===== src/rtl/maj_bist_checker_pkg.sv =====
// Shared types and helpers for the majority BIST checker.
package maj_bist_pkg;

  typedef enum logic [1:0] {
    ST_IDLE = 2'd0,
    ST_RUN  = 2'd1,
    ST_DONE = 2'd2
  } state_e;

  // Widest supported majority block; popcount works on a vector of this width.
  localparam int unsigned MAX_N = 15;

  // Number of ones in v; 4 bits hold up to 15.
  function automatic logic [3:0] popcount(input logic [MAX_N-1:0] v);
    logic [3:0] c;
    c = 4'd0;
    for (int i = 0; i < MAX_N; i++) begin
      c = c + {3'b000, v[i]};
    end
    return c;
  endfunction

  // Minimum number of ones for a majority of n inputs.
  function automatic logic [3:0] maj_thresh(input int unsigned n);
    return 4'((n + 1) / 2);
  endfunction

endpackage


===== src/rtl/maj_bist_checker_ref.sv =====
// Golden majority reference; a separate module so a netlist can replace it.
module maj_ref
  import maj_bist_pkg::*;
#(
  parameter int unsigned N = 13
) (
  input  logic [N-1:0] v_i,
  output logic         y_o
);

  logic [MAX_N-1:0] v_ext;

  assign v_ext = MAX_N'(v_i);
  assign y_o   = (popcount(v_ext) >= maj_thresh(N));

endmodule


===== config.mk =====
export PLATFORM = sky130hd
export DESIGN_NAME = maj_ref
export DESIGN_NICKNAME = d
export VERILOG_FILES = /design/src/rtl/maj_bist_checker_pkg.sv /design/src/rtl/maj_bist_checker_ref.sv
export SDC_FILE = /design/constraint.sdc
export NUM_CORES = 1
export LEC_CHECK = 0
export BUFFER_PORTS_ARGS = -buffer_cell sky130_fd_sc_hd__buf_4
export CAP_MARGIN = 20
export CORE_AREA = 2 2 39 41
export DETAILED_ROUTE_END_ITERATION = 6
export DIE_AREA = 0 0 41 43
export PLACE_DENSITY_LB_ADDON = 0.25
export SLEW_MARGIN = 40
export SYNTH_ARGS = -nofsm -noshare
export SYNTH_HDL_FRONTEND = slang
export SYNTH_SLANG_ARGS = --single-unit

===== constraint.sdc =====
create_clock -name vclk -period 4.5
set_input_delay 0 -clock vclk [all_inputs]
set_output_delay 0 -clock vclk [all_outputs]
set_load 0.02 [all_outputs]

==> results.md, run 1 <==
* Wirelength per Cell at 7.25 um
* Starting Density at 0.217
* Crit-path slowest cell: fa_1
* Unique masters post-synth at 5
* GRT Total Usage at 0.0623
* First-pass GRT wire length at 807 um
* Post-synthesis sequential area ratio at 0
* Grt ovf at 0
* Critical Path, Cell by Cell: buf_4 > inv_1 > fa_1 > fa_1 > fa_1 > fa_1 > fa_1 > fa_1 > nor2_1 > a221o_1 > a221o_1 > buf_4
* Synthesized instance count at 35
* Critical Path Start Type: primary input
* Placed cell area at 425 um^2
* DRT Pass-1 Iters at 2
* Max VDD drop at 0.000112 V
* Mapped Area at 300 um^2
* Initial antenna violation count at 0
* Clock buffer count at 0
* Final Critical Period at 3.83 ns
* Status: completed
* Placer Congestion at 0.681
* Endpoints failing hold at 0
* Max-cap violations at 0
* Final ANT Viol Nets at 0
* Cts hold-fix bufs at 0
* Worst hold path class: in2out
* Most common cell after layout, fill and taps aside: inv_1
* Critical path's most frequent cell: fa_1
* Worst setup EP type: output port
* Worst path required time at 4.50 ns
* Placed cells at 65
* ANT cells at 0
* Via Count at 242
* Final Core Density at 0.307
* DRT iter0 DRCs at 1
* Row Count at 14
* Final Non-Filler Cells at 65
* Num sequential at 0
* Nets at 75
* Internal at 0.0000674 W
* Cts repair resizes at 0
* Hold_sp: v_i[4]
* Area of the multi-input gates at 225 um^2
* RSZ-0062 raised after global routing: no
* YS warnings at 0
* # Post-CTS Setup Buffers at 0
* DP Wirelength at 474 um
* Highest Clock Rate at 261 MHz
* Final WL at 471 um
* Crit Path Max Fanout at 2
* Via count of the first global-routing pass at 209
* Power density over the cells at 314 nW/um^2
* Kind of critical path: in2out
* Largest net degree at the start of global routing at 3
* Period utilisation layout at 0.852
* Total core area at 1380 um^2
* Worst-margin pin slew at 0.156 ns
* Post-route cell area at 425 um^2
* Share of cells above drive strength 1 at 0.286
* Worst path max stage delay at 0.56 ns
* Io pins at 14
* Sequential share of power at 0
* Clock share of power at 0
* Finish-stage setup viols at 0
* Net Sw Frac at 0.496
* Die area at 1760 um^2
* Commonest non-fill, non-tap cells in the layout: inv_1 (20), buf_4 (14), fa_1 (8), ha_1 (3)
* Slew Limit Fails at 0
* Filler cell count at 159
* Crit path launch: v_i[0]
* Input/output buffers at 14
* Mapped Avg Cell Area at 8.58 um^2
* Slew headroom at 0.895
* Die Y at 43 um
* Via density at 3.72
* Leak at 0.267 nW
* Layout area overhead at 41.7%
* Mapped Nets at 59
* Critical Path AT at 3.83 ns
* Drt drc at 0
* Combinational share of power at 1.000
* DIE WIDTH at 41 um
* Setup tns final at 0 ns
* FF/Latch Area at 0 um^2
* Net Sw Power at 0.0000663 W
[synth_stat cells]
cell | instances | share of area
nor2_1 | 2 | 0.025
fa_1 | 8 | 0.53
inv_1 | 20 | 0.25
ha_1 | 3 | 0.13
a221o_1 | 2 | 0.067
[routing by layer]
layer / track usage / share of wire
met3: 0 / 0.079
met2: 0.0875 / 0.52
met4: 0 / 0
met5: 0 / 0
met1: 0.110 / 0.40
[critical path, delay by kind of cell]
family	cells	cell delay, ns
buffers and inverters	3	0.27
and+or+nand+nor	1	0.05
AOI/OAI and AO/OA	2	0.66
adders and majority gates	6	2.85
[area by class of cell]
cell class,count,share of cell area
multi-input cells,15,0.529
repair buffers,14,0.247
inverters,20,0.176
well taps,16,0.0471
[cells by family (layout without fill, tap and decap cells)]
| kind of cell | count (synthesis) | count (layout) | synth area share |
|---|---|---|---|
| AND/OR/NAND/NOR | 2 | 2 | 0.0250 |
| AO/OA/AOI/OAI | 2 | 2 | 0.0667 |
| buffers and inverters | 20 | 34 | 0.250 |
| adder cells (fa/ha/maj) | 11 | 11 | 0.658 |
[through the flow]
| step | worst slack [ns] | total power (W) | hold slack (ns) |
|---|---|---|---|
| 2_1_floorplan | 0.905 | 0.0000966 | 0.647 |
| 3_3_place_gp | 0.680 | 0.000132 | 0.865 |
| 3_5_place_dp | 0.623 | 0.000138 | 0.861 |
| 4_1_cts | 0.623 | 0.000140 | 0.875 |
| 5_1_grt | 0.531 | 0.000156 | 0.905 |
| 6_report | 0.665 | 0.000134 | 0.862 |
[worst paths after layout]
path	to	slack, ns	cells after the start
setup / recovery	y_o	0.67	12
hold / removal	y_o	0.86	6
[power groups by stage]
| stage | Combinational [W] | Sequential (W) | Clock [W] |
|---|---|---|---|
| after CTS | 0.000140 | 0 | 0 |
| final | 0.000134 | 0 | 0 |
| after detailed placement | 0.000138 | 0 | 0 |
| after global placement | 0.000132 | 0 | 0 |
| after global routing | 0.000156 | 0 | 0 |
| after floorplan | 0.0000966 | 0 | 0 |
No activity file was read; power rests on OpenSTA's default activity.
==> run 2: changes to the inputs <==
ABC_AREA = 1   (was default)
==> run 2 against run 1 <==
Via count grew 8.3%. Die area is the same. Routed wire length shrank 7.0%. Non-clock buffer count is the same. Cell count grew 12%. Synthesized cell count grew 23%. Largest power group unchanged. Maximum frequency grew 17%.
==> results.md, run 2 <==
* Status: completed
* Synthesized instance count at 43 (+23%)
* Crit Path Max Fanout at 2 (unchanged)
* Net Sw Frac at 0.533 (+0.0372)
* Final Core Density at 0.321 (+0.0136)
* Slew Limit Fails at 0 (unchanged)
* Placer Congestion at 0.627 (-7.9%)
* Yosys top cell by area: fa_1
* Internal at 0.0000647 W (-4.0%)
* Endpoints failing hold at 0 (unchanged)
* Die area at 1760 um^2 (unchanged)
* First-pass GRT wire length at 690 um (-14%)
* Total core area at 1380 um^2 (unchanged)
* Worst-margin pin slew at 0.129 ns (-0.0277 ns)
* Final setup margin at 1.21 ns (+0.545 ns)
* DRT iter0 DRCs at 2 (+1)
* Slew headroom at 0.914 (+0.0188)
* Mapped Avg Cell Area at 7.42 um^2 (-14%)
* Unique masters post-synth at 6 (+1)
* Critical Path, Cell by Cell: buf_4 > inv_1 > fa_1 > fa_1 > fa_1 > fa_1 > fa_1 > fa_1 > nor2_1 > nand3_1 > nand2_1 > buf_4
* Mapped Nets at 67 (+14%)
* Power density over the cells at 312 nW/um^2 (-0.78%)
* Worst setup path end: y_o
* Combinational share of power at 1.000 (about the same)
* Final ANT Viol Nets at 0 (unchanged)
* Leak at 0.288 nW (+8.0%)
* Worst setup EP type: output port
* Critical Path Start Type: primary input
* Post-synthesis sequential area ratio at 0 (unchanged)
* Net Sw Power at 0.0000738 W (+11%)
* Filler cell count at 152 (-4.4%)
* Area of the multi-input gates at 236 um^2 (+5.0%)
* Most common cell after layout, fill and taps aside: inv_1
* Via density at 3.59 (-3.6%)
* ANT cells at 0 (unchanged)
* Final WL at 438 um (-7.0%)
* Max VDD drop at 0.000103 V (-7.9%)
* Grt ovf at 0 (unchanged)
* Top-area cell type share of the netlist area at 0.502 (-0.0314)
* Die Y at 43 um (unchanged)
* Max-cap violations at 0 (unchanged)
* Largest net degree at the start of global routing at 5 (+2)
* Share of cells above drive strength 1 at 0.246 (-0.0401)
* Via count of the first global-routing pass at 225 (+7.7%)
* Layout area overhead at 39.2%
* Finish-stage setup viols at 0 (unchanged)
* FF/Latch Area at 0 um^2 (unchanged)
* Critical Path AT at 3.29 ns (-0.54 ns)
* Crit path launch: v_i[5]
* Setup tns final at 0 ns (unchanged)
* DIE WIDTH at 41 um (unchanged)
* Sequential share of power at 0 (unchanged)
* RSZ-0062 raised after global routing: no
* DRT Pass-1 Iters at 3 (+1)
* Cts hold-fix bufs at 0 (unchanged)
* Cts repair resizes at 0 (unchanged)
* Worst path required time at 4.50 ns (about the same)
* Synth cell count leaders: inv_1 (22), fa_1 (8), nand2_1 (6)
* Crit-path slowest cell: fa_1
* Drt drc at 0 (unchanged)
* Pre-CTS setup slack at 1.19 ns (+0.566 ns)
* Worst hold path class: in2out
* # Post-CTS Setup Buffers at 0 (unchanged)
* Io pins at 14 (unchanged)
* Power consumption at 0.000138 W (+3.6%)
* Worst path max stage delay at 0.56 ns (about the same)
* Synth area leaders: fa_1 (50%), inv_1 (26%), ha_1 (12%), nand2_1 (7.1%), nor2_1 (3.5%)
* Via Count at 262 (+8.3%)
* Nets at 83 (+11%)
* Most frequent cell after synthesis: inv_1
* GRT Total Usage at 0.0514 (-0.0110)
* Num sequential at 0 (unchanged)
* YS warnings at 0 (unchanged)
* Final hold slack at 0.651 ns (-0.211 ns)
* Clock share of power at 0 (unchanged)
* Initial antenna violation count at 0 (unchanged)
* Starting Density at 0.231 (+0.0136)
* Clock buffer count at 0 (unchanged)
* Critical path's most frequent cell: fa_1
* Kind of critical path: in2out
* Highest Clock Rate at 304 MHz (+17%)
* Input/output buffers at 14 (unchanged)
* Mapped Area at 319 um^2 (+6.2%)
* Wirelength per Cell at 6.00 um (-17%)
* Row Count at 14 (unchanged)
* DP Wirelength at 429 um (-9.5%)
* Final Critical Period at 3.29 ns (-0.545 ns)
* Period utilisation layout at 0.731 (-0.121)
* Commonest non-fill, non-tap cells in the layout: inv_1 (22), buf_4 (14), fa_1 (8), nand2_1 (6)
run 2: changes by cell type after synthesis:
| cell | change |
|---|---|
| nand2_1 | +6 |
| a221o_1 | -2 |
| inv_1 | +2 |
| nand3_1 | +1 |
| nor2_1 | +1 |
run 2: cell type report:
class / count / share of cell area
Tap cell: 16 / 0.0451
Multi-Input combinational cell: 21 / 0.532
Inverter: 22 / 0.186
Timing Repair Buffer: 14 / 0.237
run 2: power groups by stage:
stage / registers, W / logic [W] / clock network, W
after floorplan: 0 / 0.000100 / 0
after global placement: 0 / 0.000140 / 0
after detailed placement: 0 / 0.000140 / 0
after CTS: 0 / 0.000142 / 0
after global routing: 0 / 0.000163 / 0
final: 0 / 0.000138 / 0
run 2: stage by stage:
| step | cells | instance area (um^2) |
|---|---|---|
| finish | 73 | 444 |
| global route | 73 | 444 |
| CTS | 73 | 444 |
| detailed placement | 73 | 444 |
| global placement | 73 | 444 |
| floorplan | 43 | 319 |
run 2: logic make-up (layout without fill, tap and decap cells):
family                     after synthesis  count (layout)  synth area share
adders and majority gates               11              11             0.620
buffers and inverters                   22              36             0.259
and+or+nand+nor                         10              10             0.122
run 2: layer usage:
metal	GRT usage	vias to the layer above	share of wire
li1	-	139	-
met4	0	0	0
met1	0.0552	114	0.41
met5	0	-	0
met3	0	0	0.12
met2	0.106	9	0.47
run 2: worst min-delay path by stage:
stage,startpoint,endpoint,slack [ns],cells past startpoint
after floorplan,v_i[4],y_o,0.44,5
after detailed placement,v_i[4],y_o,0.64,7
after global placement,v_i[4],y_o,0.64,7
final,v_i[4],y_o,0.65,7
after CTS,v_i[4],y_o,0.65,7
after global routing,v_i[4],y_o,0.70,7
run 2: critical path, delay by kind of cell:
| kind | cells | cell delay, ns |
|---|---|---|
| buf+inv | 3 | 0.24 |
| fa+ha+maj | 6 | 2.78 |
| simple gates | 3 | 0.27 |
==> run 3: changes to the inputs <==
ABC_AREA = 0   (was 1)
clock period = 3.01 ns   (was 4.5 ns; I/O delays follow)
==> run 3 against run 2 <==
The run now ends with setup timing left. Clock-buffer cell count unchanged. Sequential cell count unchanged. First-iteration DRC count up 50%. Sequential share of layout area unchanged. Core utilization up 0.90 points. Cell count down 6.8%. Final area up 2.8%. Via count down 5.7%. Combinational power up 90%. Worst hold slack better by 0.31 ns. Die area unchanged. Setup slack worse by 1.9 ns.
==> results.md, run 3 (synthesized netlist as in run 1, its figures left out) <==
* Most common cell after layout, fill and taps aside: inv_1
* Die area at 1760 um^2 (unchanged)
* Worst hold path class: in2out
* Worst-margin pin slew at 0.122 ns (-0.00684 ns)
* Critical Path AT at 3.73 ns (+0.44 ns)
* Worst setup EP type: output port
* Wirelength per Cell at 7.07 um (+18%)
* Die Y at 43 um (unchanged)
* Num sequential at 0 (unchanged)
* Clock buffer count at 0 (unchanged)
* Finish-stage setup viols at 1 (+1)
* Total core area at 1380 um^2 (unchanged)
* Worst path required time at 3.01 ns (-1.49 ns)
* Final setup margin at -0.723 ns (-1.93 ns)
* DIE WIDTH at 41 um (unchanged)
* Slew Limit Fails at 0 (unchanged)
* Grt ovf at 0 (unchanged)
* Drt drc at 0 (unchanged)
* FF/Latch Area at 0 um^2 (unchanged)
* Endpoints failing hold at 0 (unchanged)
* Final Core Density at 0.330 (+0.00904)
* GRT Total Usage at 0.0626 (+0.0113)
* Hold_sp: v_i[4]
* Starting Density at 0.217 (-0.0136)
* Input/output buffers at 14 (unchanged)
* First-pass GRT wire length at 828 um (+20%)
* Area of the multi-input gates at 230 um^2 (-2.6%)
* DRT iter0 DRCs at 3 (+1)
* Highest Clock Rate at 268 MHz
* Final Non-Filler Cells at 68 (-6.8%)
* Final Critical Period at 3.73 ns
* Final ANT Viol Nets at 0 (unchanged)
* Period utilisation layout at 1.24
* Via Count at 247 (-5.7%)
* Commonest non-fill, non-tap cells in the layout: inv_1 (18), buf_4 (16), fa_1 (7), ha_1 (3)
* Via count of the first global-routing pass at 235 (+4.4%)
* Power density over the cells at 573 nW/um^2 (+84%)
* Placed cells at 68 (-6.8%)
* Nets at 78 (-6.0%)
* Critical Path Start Type: primary input
* Leak at 0.279 nW (-3.0%)
* Layout area overhead at 52.1%
* Final hold slack at 0.958 ns (+0.307 ns)
* ANT cells at 0 (unchanged)
* Slew headroom at 0.918 (+0.00432)
* Share of cells above drive strength 1 at 0.404 (+0.158)
* Status: finished, violations left
* Post-route cell area at 457 um^2 (+2.8%)
* Placer Congestion at 0.642 (+2.4%)
* Largest net degree at the start of global routing at 3 (-2)
* Filler cell count at 156 (+2.6%)
* Initial antenna violation count at 0 (unchanged)
* DP Wirelength at 481 um (+12%)
* Io pins at 14 (unchanged)
* DRT Pass-1 Iters at 2 (-1)
* Max VDD drop at 0.000173 V (+68%)
* Via density at 3.63 (+1.2%)
* Pre-CTS setup slack at -0.758 ns (-1.95 ns)
* Crit Path Max Fanout at 2 (unchanged)
* Row Count at 14 (unchanged)
* Placed cell area at 450 um^2 (+1.4%)
* Final WL at 481 um (+9.8%)
* Failing checks: setup timing
* Kind of critical path: in2out
* Max-cap violations at 0 (unchanged)
* RSZ-0062 raised after global routing: yes
* Crit path launch: v_i[5]
* # Post-CTS Setup Buffers at 0 (unchanged)
run 3: cell type report:
| class | instances | share of cell area |
|---|---|---|
| Tap cell | 16 | 0.0438 |
| Multi-Input combinational cell | 15 | 0.504 |
| Timing Repair Buffer | 17 | 0.288 |
| Inverter | 20 | 0.164 |
run 3: stage by stage:
stage               power (W)  setup TNS [ns]
floorplan            0.000146          -0.507
global placement     0.000239          -0.732
global route         0.000297          -0.816
CTS                  0.000260          -0.755
detailed placement   0.000247          -0.758
finish               0.000262          -0.723
run 3: power by group:
group	internal (W)	total (W)	switching (W)
sequential	0	0	0
clock	0	0	0
combinational	0.000147	0.000262	0.000115
run 3: final timing paths:
kind	end	depth (start not counted)	slack, ns
worst max-delay path	y_o	12	-0.72
worst min-delay path	y_o	7	0.96
run 3: what timing repair did:
item	CTS	global route
gates resized for setup	1	3
hold buffers	0	0
setup endpoints to repair	1	1
pin swaps	0	1
run 3: per-layer routing:
metal  share of wire  routed length [um]  vias to the layer above  global-route usage
li1                -                   -                      128                   -
met1            0.46                 221                      110              0.0951
met2            0.48                 232                        9               0.103
met3           0.056                  27                        0                   0
met4               0                   0                        0                   0
met5               0                   0                        -                   0
run 3: critical path: stages:
cell and delay [ns]:
buf_4 0.08, inv_2 0.03, fa_1 0.56, fa_1 0.43, fa_1 0.51, fa_1 0.43
fa_2 0.37, fa_1 0.50, nor2_2 0.05, a221o_1 0.31, a221o_1 0.33, buf_6 0.14
